File: config.mk
export PLATFORM = sky130hd
export DESIGN_NAME = input_conditioner
export DESIGN_NICKNAME = d
export VERILOG_FILES = /design/src/rtl/input_conditioner_pkg.sv /design/src/rtl/input_conditioner_debounce_cell.sv /design/src/rtl/input_conditioner.sv
export SDC_FILE = /design/constraint.sdc
export NUM_CORES = 1
export LEC_CHECK = 0
export CORE_MARGIN = 4
export CORE_UTILIZATION = 41
export CTS_CLUSTER_SIZE = 24
export DETAILED_ROUTE_END_ITERATION = 8
export GPL_TIMING_DRIVEN = 1
export SLEW_MARGIN = 25
export SYNTH_ARGS = -nofsm -noshare
export SYNTH_HDL_FRONTEND = slang
export SYNTH_SLANG_ARGS = --single-unit
File: constraint.sdc
create_clock -name clock -period 1.5 [get_ports clock]
set_input_delay 0.3 -clock clock [delete_from_list [all_inputs] [get_ports clock]]
set_output_delay 0.3 -clock clock [all_outputs]
set_load 0.05 [all_outputs]
File: src/rtl/input_conditioner_pkg.sv
// rtl/input_conditioner_pkg.sv - shared types and default timing constants for input_conditioner
package input_conditioner_pkg;

  localparam int DEBOUNCE_CYCLES_DEF   = 16;
  localparam int LONG_PRESS_CYCLES_DEF = 256;

  typedef enum logic [1:0] {
    IDLE      = 2'd0,
    PRESSED   = 2'd1,
    LONG_HELD = 2'd2
  } btn_state_t;

endpackage

File: src/rtl/input_conditioner_debounce_cell.sv
// rtl/input_conditioner_debounce_cell.sv - 2-flop synchroniser, debounce counter and edge pulses for one input
module debounce_cell
  import input_conditioner_pkg::*;
#(
  parameter int DEBOUNCE_CYCLES = DEBOUNCE_CYCLES_DEF
) (
  input  logic clock,
  input  logic reset,
  input  logic din,
  output logic level,
  output logic rise,
  output logic fall
);

  localparam int CW = (DEBOUNCE_CYCLES > 1) ? $clog2(DEBOUNCE_CYCLES) : 1;
  localparam logic [CW-1:0] CNT_LAST = CW'(DEBOUNCE_CYCLES - 1);

  logic          sync1;
  logic          sync2;
  logic [CW-1:0] cnt;

  always_ff @(posedge clock) begin
    if (reset) begin
      sync1 <= 1'b0;
      sync2 <= 1'b0;
      cnt   <= '0;
      level <= 1'b0;
      rise  <= 1'b0;
      fall  <= 1'b0;
    end else begin
      sync1 <= din;
      sync2 <= sync1;
      rise  <= 1'b0;
      fall  <= 1'b0;
      // Any sample agreeing with the stable level restarts the run.
      if (sync2 == level) begin
        cnt <= '0;
      end else if (cnt == CNT_LAST) begin
        level <= sync2;
        cnt   <= '0;
        rise  <= sync2;
        fall  <= ~sync2;
      end else begin
        cnt <= cnt + 1'b1;
      end
    end
  end

endmodule

File: src/rtl/input_conditioner.sv
// rtl/input_conditioner.sv - debounced button/switch levels with press, release, long-press and toggle pulses
module input_conditioner
  import input_conditioner_pkg::*;
#(
  parameter int DEBOUNCE_CYCLES   = DEBOUNCE_CYCLES_DEF,
  parameter int LONG_PRESS_CYCLES = LONG_PRESS_CYCLES_DEF
) (
  input  logic clock,
  input  logic reset,
  input  logic button,
  input  logic switch,
  output logic btn_level,
  output logic btn_press,
  output logic btn_release,
  output logic btn_long,
  output logic sw_level,
  output logic sw_toggle
);

  localparam int HW = $clog2(LONG_PRESS_CYCLES);
  localparam logic [HW-1:0] LONG_AT   = HW'(LONG_PRESS_CYCLES - 2);
  localparam logic [HW-1:0] LONG_LAST = HW'(LONG_PRESS_CYCLES - 1);

  btn_state_t    state;
  logic [HW-1:0] hold_cnt;
  logic          b_rise;
  logic          b_fall;
  logic          s_rise;
  logic          s_fall;

  debounce_cell #(.DEBOUNCE_CYCLES(DEBOUNCE_CYCLES)) u_btn (
    .clock (clock),
    .reset (reset),
    .din   (button),
    .level (btn_level),
    .rise  (b_rise),
    .fall  (b_fall)
  );

  debounce_cell #(.DEBOUNCE_CYCLES(DEBOUNCE_CYCLES)) u_sw (
    .clock (clock),
    .reset (reset),
    .din   (switch),
    .level (sw_level),
    .rise  (s_rise),
    .fall  (s_fall)
  );

  // The FSM enters PRESSED one cycle after btn_press, so hold_cnt lags the press by one.
  always_ff @(posedge clock) begin
    if (reset) begin
      state    <= IDLE;
      hold_cnt <= '0;
    end else begin
      case (state)
        IDLE: begin
          if (b_rise) begin
            state    <= PRESSED;
            hold_cnt <= '0;
          end
        end
        PRESSED: begin
          if (b_fall) begin
            state <= IDLE;
          end else if (hold_cnt == LONG_AT) begin
            state    <= LONG_HELD;
            hold_cnt <= LONG_LAST;
          end else begin
            hold_cnt <= hold_cnt + 1'b1;
          end
        end
        LONG_HELD: begin
          if (b_fall) begin
            state <= IDLE;
          end
        end
        default: state <= IDLE;
      endcase
    end
  end

  assign btn_press   = b_rise;
  assign btn_release = b_fall;
  // Decoded from flops so a release landing on the threshold cycle suppresses the long pulse.
  assign btn_long    = (state == PRESSED) && (hold_cnt == LONG_AT) && !b_fall;
  assign sw_toggle   = s_rise | s_fall;

endmodule

Word level (Yosys, flattened, before mapping)
Cells that the tools add are included.
{ "classes": {"add_sub_neg": 3, "eq_ne": 11, "mux": 9, "n_bitwise": 7, "n_reduce_logical": 13} }
{ "ops": {"columns": ["cell", "count"], "rows": [
  ["8-bit 2-to-1 mux", 3],
  ["8-bit case mux with 2 select lines", 1],
  ["3-bit OR reduction", 4],
  ["4-bit by 1-bit adder with 4-bit output (second input constant)", 2],
  ["8-bit by 1-bit adder with 8-bit output (second input constant)", 1],
  ["4-bit == test (second input constant)", 2],
  ["8-bit == test (second input constant)", 1],
  ["2-bit 2-to-1 mux", 4],
  ["1-bit inverter", 6],
  ["2-bit case mux with 3 select lines", 1],
  ["3-bit AND reduction", 2],
  ["2-bit by 1-bit inequality test with 1-bit output (second input constant)", 2],
  ["2-bit AND reduction", 2],
  ["3-bit by 1-bit inequality test with 1-bit output (second input constant)", 1],
  ["1-bit == test", 2],
  ["2-bit by 1-bit == test with 1-bit output (second input constant)", 1],
  ["2-bit == test (second input constant)", 1],
  ["1-bit logical AND", 2],
  ["2-bit zero test", 1],
  ["2-bit inequality test (second input constant)", 1],
  ["2-bit nonzero test", 1],
  ["1-bit zero test", 1],
  ["1-bit OR", 1]
]} }
{ "word_totals": {"ff_bits": 28, "in_bits": 4, "out_inout_bits": 6, "wordCells": 57} }

Longest topological paths before layout
Gate-level depths: netlist of run 1.
{ "depth": {"word_depth": 4, "depth_mapped": 6, "depth_no_buf": 6} }

Hierarchy
Synthesis of run 1 repeated with hierarchy kept, for this count alone.
{ "hier_totals": {"hier_cells": 131, "hier_area_um2": 1244.9} }
{ "by_module_without_submodules": {"columns": ["module", "n_inst", "cells_each", "area_per_inst_um2"], "rows": [
  ["input_conditioner", 1, 75, 626.9],
  ["debounce_cell", 2, 28, 309.0]
]} }

Worst setup path after synthesis of run 1
No wires, ideal clock.
{ "synth_timing": {"path_type": "reg2reg", "startpoint": "reg u_btn.fall", "endpoint": "reg hold_cnt[3]", "setup_time_ps": 88, "arrival_ps": 1428, "required_ps": 1412, "slack_ps": -16, "stages_incl_launch_ff": 6, "path_buffers": 1, "synth_period_minus_slack_ps": 1516, "cell_sequence": "dfxtp_1 > or3b_1 > buf_6 > nor2_4 > nor2_2 > a311oi_2"} }
{ "synth_between": {"elab_chain_len": 2} }
{ "synth_rtl": {"columns": ["element", "line_no", "rtl"], "rows": [
  ["start, declared", "input_conditioner_debounce_cell.sv:12", "output logic fall"],
  ["start signal, assigned", "input_conditioner_debounce_cell.sv:42", "fall <= ~sync2;"],
  ["2-bit inequality test (no source line)", null, null],
  ["3-bit AND reduction (no source line)", null, null],
  ["end signal, assigned", "input_conditioner.sv:69", "hold_cnt <= hold_cnt + 1'b1;"],
  ["end, declared", "input_conditioner.sv:25", "logic [HW-1:0] hold_cnt;"]
]} }
No other way between the ends.
A chain may end at the register's enable or synchronous reset.

Worst setup path in the final report of run 1
{ "layout_timing": {"startpoint": "reg hold_cnt[5]", "endpoint": "out btn_long"} }
{ "layout_between": {"elab_chain_len": 3} }
{ "layout_rtl": {"columns": ["element", "line_no", "rtl"], "rows": [
  ["8-bit == test", "input_conditioner.sv:85", "assign btn_long = (state == PRESSED) && (hold_cnt == LONG_AT) && !b_fall;"],
  ["1-bit logical AND (2 in a row)", "input_conditioner.sv:85", null],
  ["end, declared", "input_conditioner.sv:15", "output logic btn_long,"]
]} }
No other way between the ends.

==> impl_metrics.json, run 1 <==
{
  "status": "complete, but fails checks",
  "violations": "negative setup slack",
  "die_area_mm2": 0.003782,
  "multi_input_area_um2": 601.8,
  "max_clock_freq_mhz": 585.4,
  "start_kind": "flop",
  "start_util_pct": 42.56,
  "synth_edf_count": 0,
  "wl_mm": 2.192,
  "timing.hold.ws_ns": 0.4565,
  "crit_required_ns": 1.20,
  "ys_warn_count": 0,
  "diodes": 0,
  "hpwl_mm": 1.624,
  "drive_gt1_share_pct": 30.20,
  "cp-end-kind": "output pin",
  "grt_util_met3_pct": 2.725,
  "ys_seq_area_share_pct": 47.76,
  "period_share_pct": 113.9,
  "ys_types": 38,
  "syn-num-nets": 132,
  "syn_area_mm2": 0.001174,
  "htreeDepth": 1,
  "netlist_top_cells_area": "dfxtp_1 48%, ha_1 4.3%, nor2b_1 3.7%",
  "io_pins": 10,
  "regArea_um2": 569.3,
  "hold_class": "flop to flop",
  "synth_top_flop_cell": "dfxtp_1",
  "r2r_setup_slack_ns": 0.11,
  "rr_startpoint": "hold_cnt[0]$_SDFFE_PP0P_",
  "skew_ns": 0.0009827,
  "reg2reg_depth": 6,
  "grt_use_met2_pct": 20.78,
  "drcViolationCount": 0,
  "critPathLaunch": "hold_cnt[5]$_SDFFE_PP0P_",
  "cts-buffers-inserted": 3,
  "placed_cells": 173,
  "clock_path_buffers": 2,
  "worstMarginPinSlew_ns": 0.2854,
  "antenna_found_initial": 0,
  "netlist_top_cells_count": "28 x dfxtp_1, 10 x nor2_1, 8 x a21oi_1, 7 x nor2b_1, 6 x nand3_1",
  "die_y_um": 61.50,
  "cp.arrival_ns": 1.41,
  "setup_ws_ns": -0.2082,
  "layout.cells.non_filler": 180,
  "layout.nets": 159,
  "via_per_inst": 5.322,
  "placed_cell_area_mm2": 0.001423,
  "setup_viol": 1,
  "fillCellCount": 250,
  "insertion_delay_ns": 0.32,
  "port_buffers": 9,
  "hold_viol": 0,
  "critPathKind": "flop to output pin",
  "rsz0062_at_grt": "yes",
  "hold_start": "u_sw.sync1$_SDFF_PP0_",
  "drv_slew": 0,
  "drt-initial-drc-count": 27,
  "drtAntennaViolNets": 0,
  "met1_usage_pct": 18.40,
  "busiest_layer": "met2",
  "final_area_mm2": 0.001504,
  "num_rows": 19,
  "synth.largest_area_cell": "dfxtp_1",
  "die_w_um": 61.50,
  "avgSynthCellArea_um2": 9.465,
  "grt_pass1_vias": 901,
  "synth_top_area_share_pct": 47.76,
  "maxCapViolCount": 0,
  "cts_sinks": 28,
  "cp-endpoint": "btn_long",
  "powerDensity_mw_per_mm2": 722.2,
  "min_period_ns": 1.708,
  "ir_drop_uv": 512.1,
  "core-area_mm2": 0.002758,
  "yosysMostFrequentCell": "dfxtp_1",
  "detail_route.wl_per_cell_um": 12.18,
  "track_usage_pct": 13.62,
  "clkTransAtPathRegs_ns": 0.14,
  "gr-total-overflow": 0,
  "grt_max_degree": 15,
  "routabilityCongestion": 0.8443,
  "first_pass_iters": 4,
  "rr_endpoint": "hold_cnt[6]$_SDFFE_PP0P_",
  "p_leak_uw": 0.0006474,
  "root_buffer": "clkbuf_4",
  "async_reset_ff_share_pct": 0,
  "cts_tree": "built",
  "syn-instance-count": 124,
  "crit_path_max_fanout": 3,
  "area_growth_pct": 28.14,
  "slew-limit-headroom_pct": 80.71,
  "synth-seq-cells": 28,
  "grt_pass1_wl_mm": 3.870,
  "num_vias": 958
}
==> worst max-delay path: stages, from the launching register on <==
cell and delay [ns]:
dfxtp_2 0.36, and4_4 0.24, and4_4 0.25, nand2_4 0.06, inv_4 0.06, buf_12 0.12
==> registers in the layout (all words and copies together), names as in the netlist, 2 cells and up <==
signal     cells
state          2
hold_cnt       8
u_btn.cnt      4
u_sw.cnt       4
==> metal layers <==
layer / share of wire [%] / vias to the layer above / wire length [um]
met1: 49 / 453 / 1074
met2: 47 / 11 / 1038
met3: 2.7 / 2 / 59
met5: 0 / - / 0
met4: 0.91 / 0 / 20
li1: - / 492 / -
==> layout by cell type, fill, tap and decap left out, types with 3 or more instances in the layout <==
| master | netlist | routed |
|---|---|---|
| a21oi_1 | 8 | 8 |
| a31oi_1 | 5 | 5 |
| and3_1 | 4 | 4 |
| buf_12 | 0 | 5 |
| buf_4 | 0 | 17 |
| clkbuf_4 | 0 | 3 |
| clkdlybuf4s50_1 | 0 | 3 |
| dfxtp_1 | 28 | 21 |
| dfxtp_2 | 0 | 7 |
| ha_1 | 4 | 3 |
| nand2_1 | 4 | 4 |
| nand2b_1 | 5 | 5 |
| nand3_1 | 6 | 6 |
| nor2_1 | 10 | 10 |
| nor2b_1 | 7 | 7 |
| nor3_1 | 5 | 5 |
| o21ai_1 | 5 | 5 |
| xor2_1 | 4 | 4 |
==> worst min path at each step <==
stage	slack [ns]	to	cells after the start
detailed placement	0.43	u_sw.sync2$_SDFF_PP0_	1
floorplan	0.41	u_btn.sync2$_SDFF_PP0_	1
global route	0.48	u_sw.sync2$_SDFF_PP0_	1
CTS	0.46	u_sw.sync2$_SDFF_PP0_	1
global placement	0.43	u_sw.cnt[0]$_SDFF_PP0_	1
finish	0.46	u_sw.sync2$_SDFF_PP0_	1
==> final cells by class <==
type | instances | share of cell area [%]
inverters | 3 | 0.9151
repair buffers | 25 | 17.14
flip-flops and latches | 28 | 37.85
clock buffers | 3 | 1.498
well taps | 31 | 2.579
multi-input cells | 90 | 40.02
==> cell families after synthesis <==
kind of cell	synth area share, %
fa+ha+maj	4.265
buf+inv	2.558
xor+xnor	2.985
mux	1.706
compound gates	12.05
flops	47.76
simple gates	28.68
==> stage by stage <==
stage	power [uW]	worst slack, ns	util (%)	TNS [ns]
2_1_floorplan	784.2	0.02882	-	0
3_3_place_gp	801.5	0.09387	51.59	0
3_5_place_dp	802.4	0.05636	51.59	0
4_1_cts	1101	-0.2200	54.22	-0.2200
5_1_grt	1134	-0.2777	54.54	-0.2777
6_report	1086	-0.2082	54.54	-0.2082
==> report_power, final <==
part           internal, uW  leakage [uW]  switching (uW)  total, uW
Sequential              750      0.000230            3.37        754
Combinational          17.3      0.000404            14.8       32.2
Clock                  94.0     0.0000138             206        300
Total                   862      0.000647             225       1090
==> repair_timing <==
item,4_1_cts,5_1_grt
cloned,0,0
pin swaps,2,3
buffers inserted,5,0
resized for setup,9,4
hold buffers,0,0
setup endpoints to repair,1,3
No activity file was read; power rests on OpenSTA's default activity.
==> run 2: changes to the inputs <==
- CTS_BUF_LIST: default -> sky130_fd_sc_hd__clkbuf_16
==> impl_metrics.json, run 2 (synthesis results as in run 1) <==
{
  "status": "complete, but fails checks",
  "violations": "negative setup slack",
  "gr-total-overflow": 0,
  "largest_reg_flops": 8,
  "grt_pass1_wl_mm": 3.829,
  "drtAntennaViolNets": 0,
  "whs_path_depth": 1,
  "rr_endpoint": "hold_cnt[3]$_SDFFE_PP0P_",
  "layout.nets": 159,
  "worstMarginPinSlew_ns": 0.2864,
  "cts_sinks": 28,
  "skew_ns": 0.001463,
  "core-area_mm2": 0.002758,
  "num_rows": 19,
  "min_period_ns": 1.637,
  "drt-initial-drc-count": 14,
  "max_clock_freq_mhz": 610.9,
  "cp-end-kind": "output pin",
  "hold_start": "u_sw.sync1$_SDFF_PP0_",
  "root_buffer": "clkbuf_16",
  "setup_ws_ns": -0.1369,
  "fillCellCount": 240,
  "routabilityCongestion": 0.8443,
  "cts_hold_buf": 0,
  "hold_class": "flop to flop",
  "diodes": 0,
  "rr_startpoint": "hold_cnt[5]$_SDFFE_PP0P_",
  "reg2reg_depth": 6,
  "post-route-util_pct": 56.58,
  "drive_gt1_share_pct": 30.20,
  "antenna_found_initial": 0,
  "slew-limit-headroom_pct": 80.63,
  "die_y_um": 61.50,
  "insertion_delay_ns": 0.26,
  "drv_slew": 0,
  "finalPower_uw": 1372,
  "place_ws_ns": 0.05636,
  "detail_route.wl_per_cell_um": 12.02,
  "layout_commonest_cell": "dfxtp_1",
  "start_kind": "flop",
  "die_area_mm2": 0.003782,
  "maxCapViolCount": 0,
  "clkTransAtPathRegs_ns": 0.06,
  "track_usage_pct": 13.45,
  "first_pass_iters": 4,
  "tns_ns": -0.1369,
  "critPathKind": "flop to output pin",
  "htreeDepth": 1,
  "top_regs": "hold_cnt: 8 flops, u_btn.cnt: 4 flops, u_sw.cnt: 4 flops",
  "area_growth_pct": 32.94,
  "min_to": "u_sw.sync2$_SDFF_PP0_",
  "cts_tree": "built",
  "num_vias": 942,
  "drcViolationCount": 0,
  "clock_path_buffers": 2,
  "period_share_pct": 109.1,
  "grt_max_degree": 15,
  "crit_required_ns": 1.20,
  "grt_pass1_vias": 897,
  "ir_drop_uv": 650.6,
  "p_leak_uw": 0.0006754,
  "wl_mm": 2.163,
  "cp.arrival_ns": 1.34,
  "rsz0062_at_grt": "yes",
  "r2r_setup_slack_ns": 0.06,
  "timing.hold.ws_ns": 0.4443,
  "regMostFlops": "hold_cnt",
  "start_util_pct": 42.56,
  "cts-buffers-inserted": 3,
  "die_w_um": 61.50,
  "setup_viol": 1,
  "port_buffers": 9,
  "io_pins": 10,
  "hold_viol": 0,
  "hpwl_mm": 1.624,
  "powerDensity_mw_per_mm2": 879.1,
  "via_per_inst": 5.233,
  "final_cell_mix": "21 x dfxtp_1, 17 x buf_4, 10 x nor2_1",
  "crit_path_max_fanout": 3
}
## run 2: layout make-up
class	count	area, um2	share of cell area, %
clock buffers	3	75.07	4.812
inverters	3	13.76	0.8821
multi-input cells	90	605.6	38.81
flip-flops and latches	28	569.3	36.49
well taps	31	38.79	2.486
repair buffers	25	257.7	16.52
## run 2: what timing repair did
item / in CTS / in global routing
endpoints found under the setup margin: 1 / 3
buffers inserted: 4 / 0
endpoints found under the hold margin: 0 / 0
pin swaps: 2 / 3
resized for setup: 10 / 3
## run 2: worst max-delay path by stage
stage / from / end / slack [ns] / cells after the start
after floorplan: hold_cnt[3]$_SDFFE_PP0P_ / btn_long / 0.03 / 4
after global placement: hold_cnt[5]$_SDFFE_PP0P_ / btn_long / 0.09 / 5
after detailed placement: hold_cnt[5]$_SDFFE_PP0P_ / btn_long / 0.06 / 5
after CTS: hold_cnt[3]$_SDFFE_PP0P_ / btn_long / -0.13 / 5
after global routing: state[0]$_SDFFE_PP0P_ / btn_long / -0.21 / 5
final: hold_cnt[5]$_SDFFE_PP0P_ / btn_long / -0.14 / 5
## run 2: through the flow
stage / area, um2 / std cells
2_1_floorplan: 1175 / 124
3_3_place_gp: 1423 / 173
3_5_place_dp: 1423 / 173
4_1_cts: 1550 / 180
5_1_grt: 1560 / 180
6_report: 1560 / 180
## run 2: per-layer routing
| layer | vias up | GRT usage [%] | wire length, um | share of wire (%) |
|---|---|---|---|---|
| met1 | 440 | 17.89 | 1049 | 48 |
| met5 | - | 0 | 0 | 0 |
| met3 | 3 | 2.725 | 52 | 2.4 |
| met2 | 10 | 21.23 | 1029 | 48 |
| met4 | 0 | 5.455 | 31 | 1.4 |
| li1 | 489 | - | - | - |
## run 2: worst max-delay path, stage by stage (launching register included)
cell	delay [ns]
dfxtp_2	0.33
and4_4	0.24
and4_4	0.25
nand2_4	0.06
inv_4	0.07
buf_12	0.12
## run 2: power breakdown
group	internal (uW)	total [uW]	switching [uW]
logic	17.3	32.0	14.7
clock network	353	586	233
registers	750	753	3.27
total	1120	1370	251
==> run 3: changes to the inputs <==
- CORE_MARGIN: 4 -> default
- MAX_ROUTING_LAYER: default -> met4
==> impl_metrics.json, run 3 (synthesis results as in run 1) <==
{
  "placed_cell_area_mm2": 0.001378,
  "detail_route.wl_per_cell_um": 12.97,
  "cp-end-kind": "output pin",
  "worstMarginPinSlew_ns": 0.2693,
  "htreeDepth": 1,
  "cts-buffers-inserted": 3,
  "hpwl_mm": 1.541,
  "crit_required_ns": 1.20,
  "rsz0062_at_grt": "yes",
  "grt_max_degree": 16,
  "setup_ws_ns": -0.1135,
  "gr-total-overflow": 0,
  "largest_reg_flops": 8,
  "placed_cells": 167,
  "grt_pass1_wl_mm": 3.967,
  "drv_slew": 0,
  "clkTransAtPathRegs_ns": 0.07,
  "hold_viol": 0,
  "period_share_pct": 107.6,
  "final_cell_mix": "21 x dfxtp_1, 13 x buf_4, 10 x nor2_1",
  "num_vias": 947,
  "maxCapViolCount": 0,
  "drive_gt1_share_pct": 28.08,
  "setup_viol": 1,
  "start_kind": "flop",
  "cts_tree": "built",
  "die_y_um": 55.50,
  "finalPower_uw": 1382,
  "hold_class": "flop to flop",
  "track_usage_pct": 16.79,
  "status": "complete, but fails checks",
  "num_rows": 19,
  "drt-initial-drc-count": 19,
  "via_per_inst": 5.350,
  "top_regs": "hold_cnt: 8 flops, u_btn.cnt: 4 flops, u_sw.cnt: 4 flops",
  "clock_path_buffers": 2,
  "post-route-util_pct": 56.43,
  "start_util_pct": 42.93,
  "tns_ns": -0.1135,
  "routabilityCongestion": 0.8038,
  "die_w_um": 55.50,
  "ir_drop_uv": 783.1,
  "drcViolationCount": 0,
  "regMostFlops": "hold_cnt",
  "root_buffer": "clkbuf_16",
  "layout.cells.non_filler": 177,
  "io_pins": 10,
  "drtAntennaViolNets": 0,
  "skew_ns": 0.001665,
  "insertion_delay_ns": 0.26,
  "port_buffers": 9,
  "cts_sinks": 28,
  "crit_path_max_fanout": 3,
  "min_period_ns": 1.613,
  "layout.nets": 155,
  "slew-limit-headroom_pct": 81.79,
  "violations": "negative setup slack",
  "area_growth_pct": 31.45,
  "critPathKind": "flop to output pin",
  "cp.arrival_ns": 1.31,
  "grt_pass1_vias": 915,
  "core-area_mm2": 0.002734,
  "p_leak_uw": 0.0006414,
  "max_clock_freq_mhz": 619.8,
  "die_area_mm2": 0.003080,
  "antenna_found_initial": 0,
  "wl_mm": 2.295,
  "diodes": 0,
  "final_area_mm2": 0.001543,
  "layout_commonest_cell": "dfxtp_1",
  "powerDensity_mw_per_mm2": 896.1,
  "first_pass_iters": 4
}
-- run 3: what timing repair did --
action	4_1_cts	5_1_grt
gates resized for setup	9	5
setup endpoints to repair	1	7
setup buffers	5	1
hold buffers	0	0
pin swaps	2	3
-- run 3: power by group --
part / switching [uW] / internal, uW / total, uW / leakage, uW
registers: 3.53 / 748 / 751 / 0.000230
clock network: 244 / 357 / 601 / 0.0000385
logic: 14.8 / 15.6 / 30.4 / 0.000372
total: 262 / 1120 / 1380 / 0.000641
-- run 3: final timing paths --
kind,slack [ns],startpoint,cells past startpoint,endpoint
worst max-delay path,-0.11,hold_cnt[6]$_SDFFE_PP0P_,5,btn_long
worst min-delay path,0.44,u_btn.sync1$_SDFF_PP0_,1,u_btn.sync2$_SDFF_PP0_
worst max register to register,0.09,state[0]$_SDFFE_PP0P_,4,hold_cnt[3]$_SDFFE_PP0P_
worst min register to register,0.44,u_btn.sync1$_SDFF_PP0_,1,u_btn.sync2$_SDFF_PP0_
-- run 3: routing by layer --
metal	global-route usage (%)	up-vias	wire length, um
met1	20.35	443	1070
met5	-	-	0
li1	-	479	-
met3	2.576	2	88
met4	10.00	0	15
met2	26.33	23	1121
-- run 3: worst max-delay path: stages, from the launching register on --
cell and delay (ns):
dfxtp_2 0.34, and4_4 0.23, and4_4 0.22, nand2_2 0.06, inv_2 0.07, buf_12 0.13
-- run 3: final cells by class --
cell class | count | area [um2]
clock buffer | 3 | 75.07
inverter | 3 | 11.26
timing repair buffer | 21 | 227.7
multi-input combinational | 90 | 614.3
tap | 31 | 38.79
sequential | 28 | 571.8
clock inverter | 1 | 3.754
fill | 233 | 1191
-- run 3: per-stage QoR --
step	worst slack, ns	hold WS, ns
after detailed placement	-0.02009	0.4380
after global routing	-0.1495	0.4620
final	-0.1135	0.4373
after floorplan	0.02882	0.4138
after CTS	-0.1266	0.4414
after global placement	0.02506	0.4229
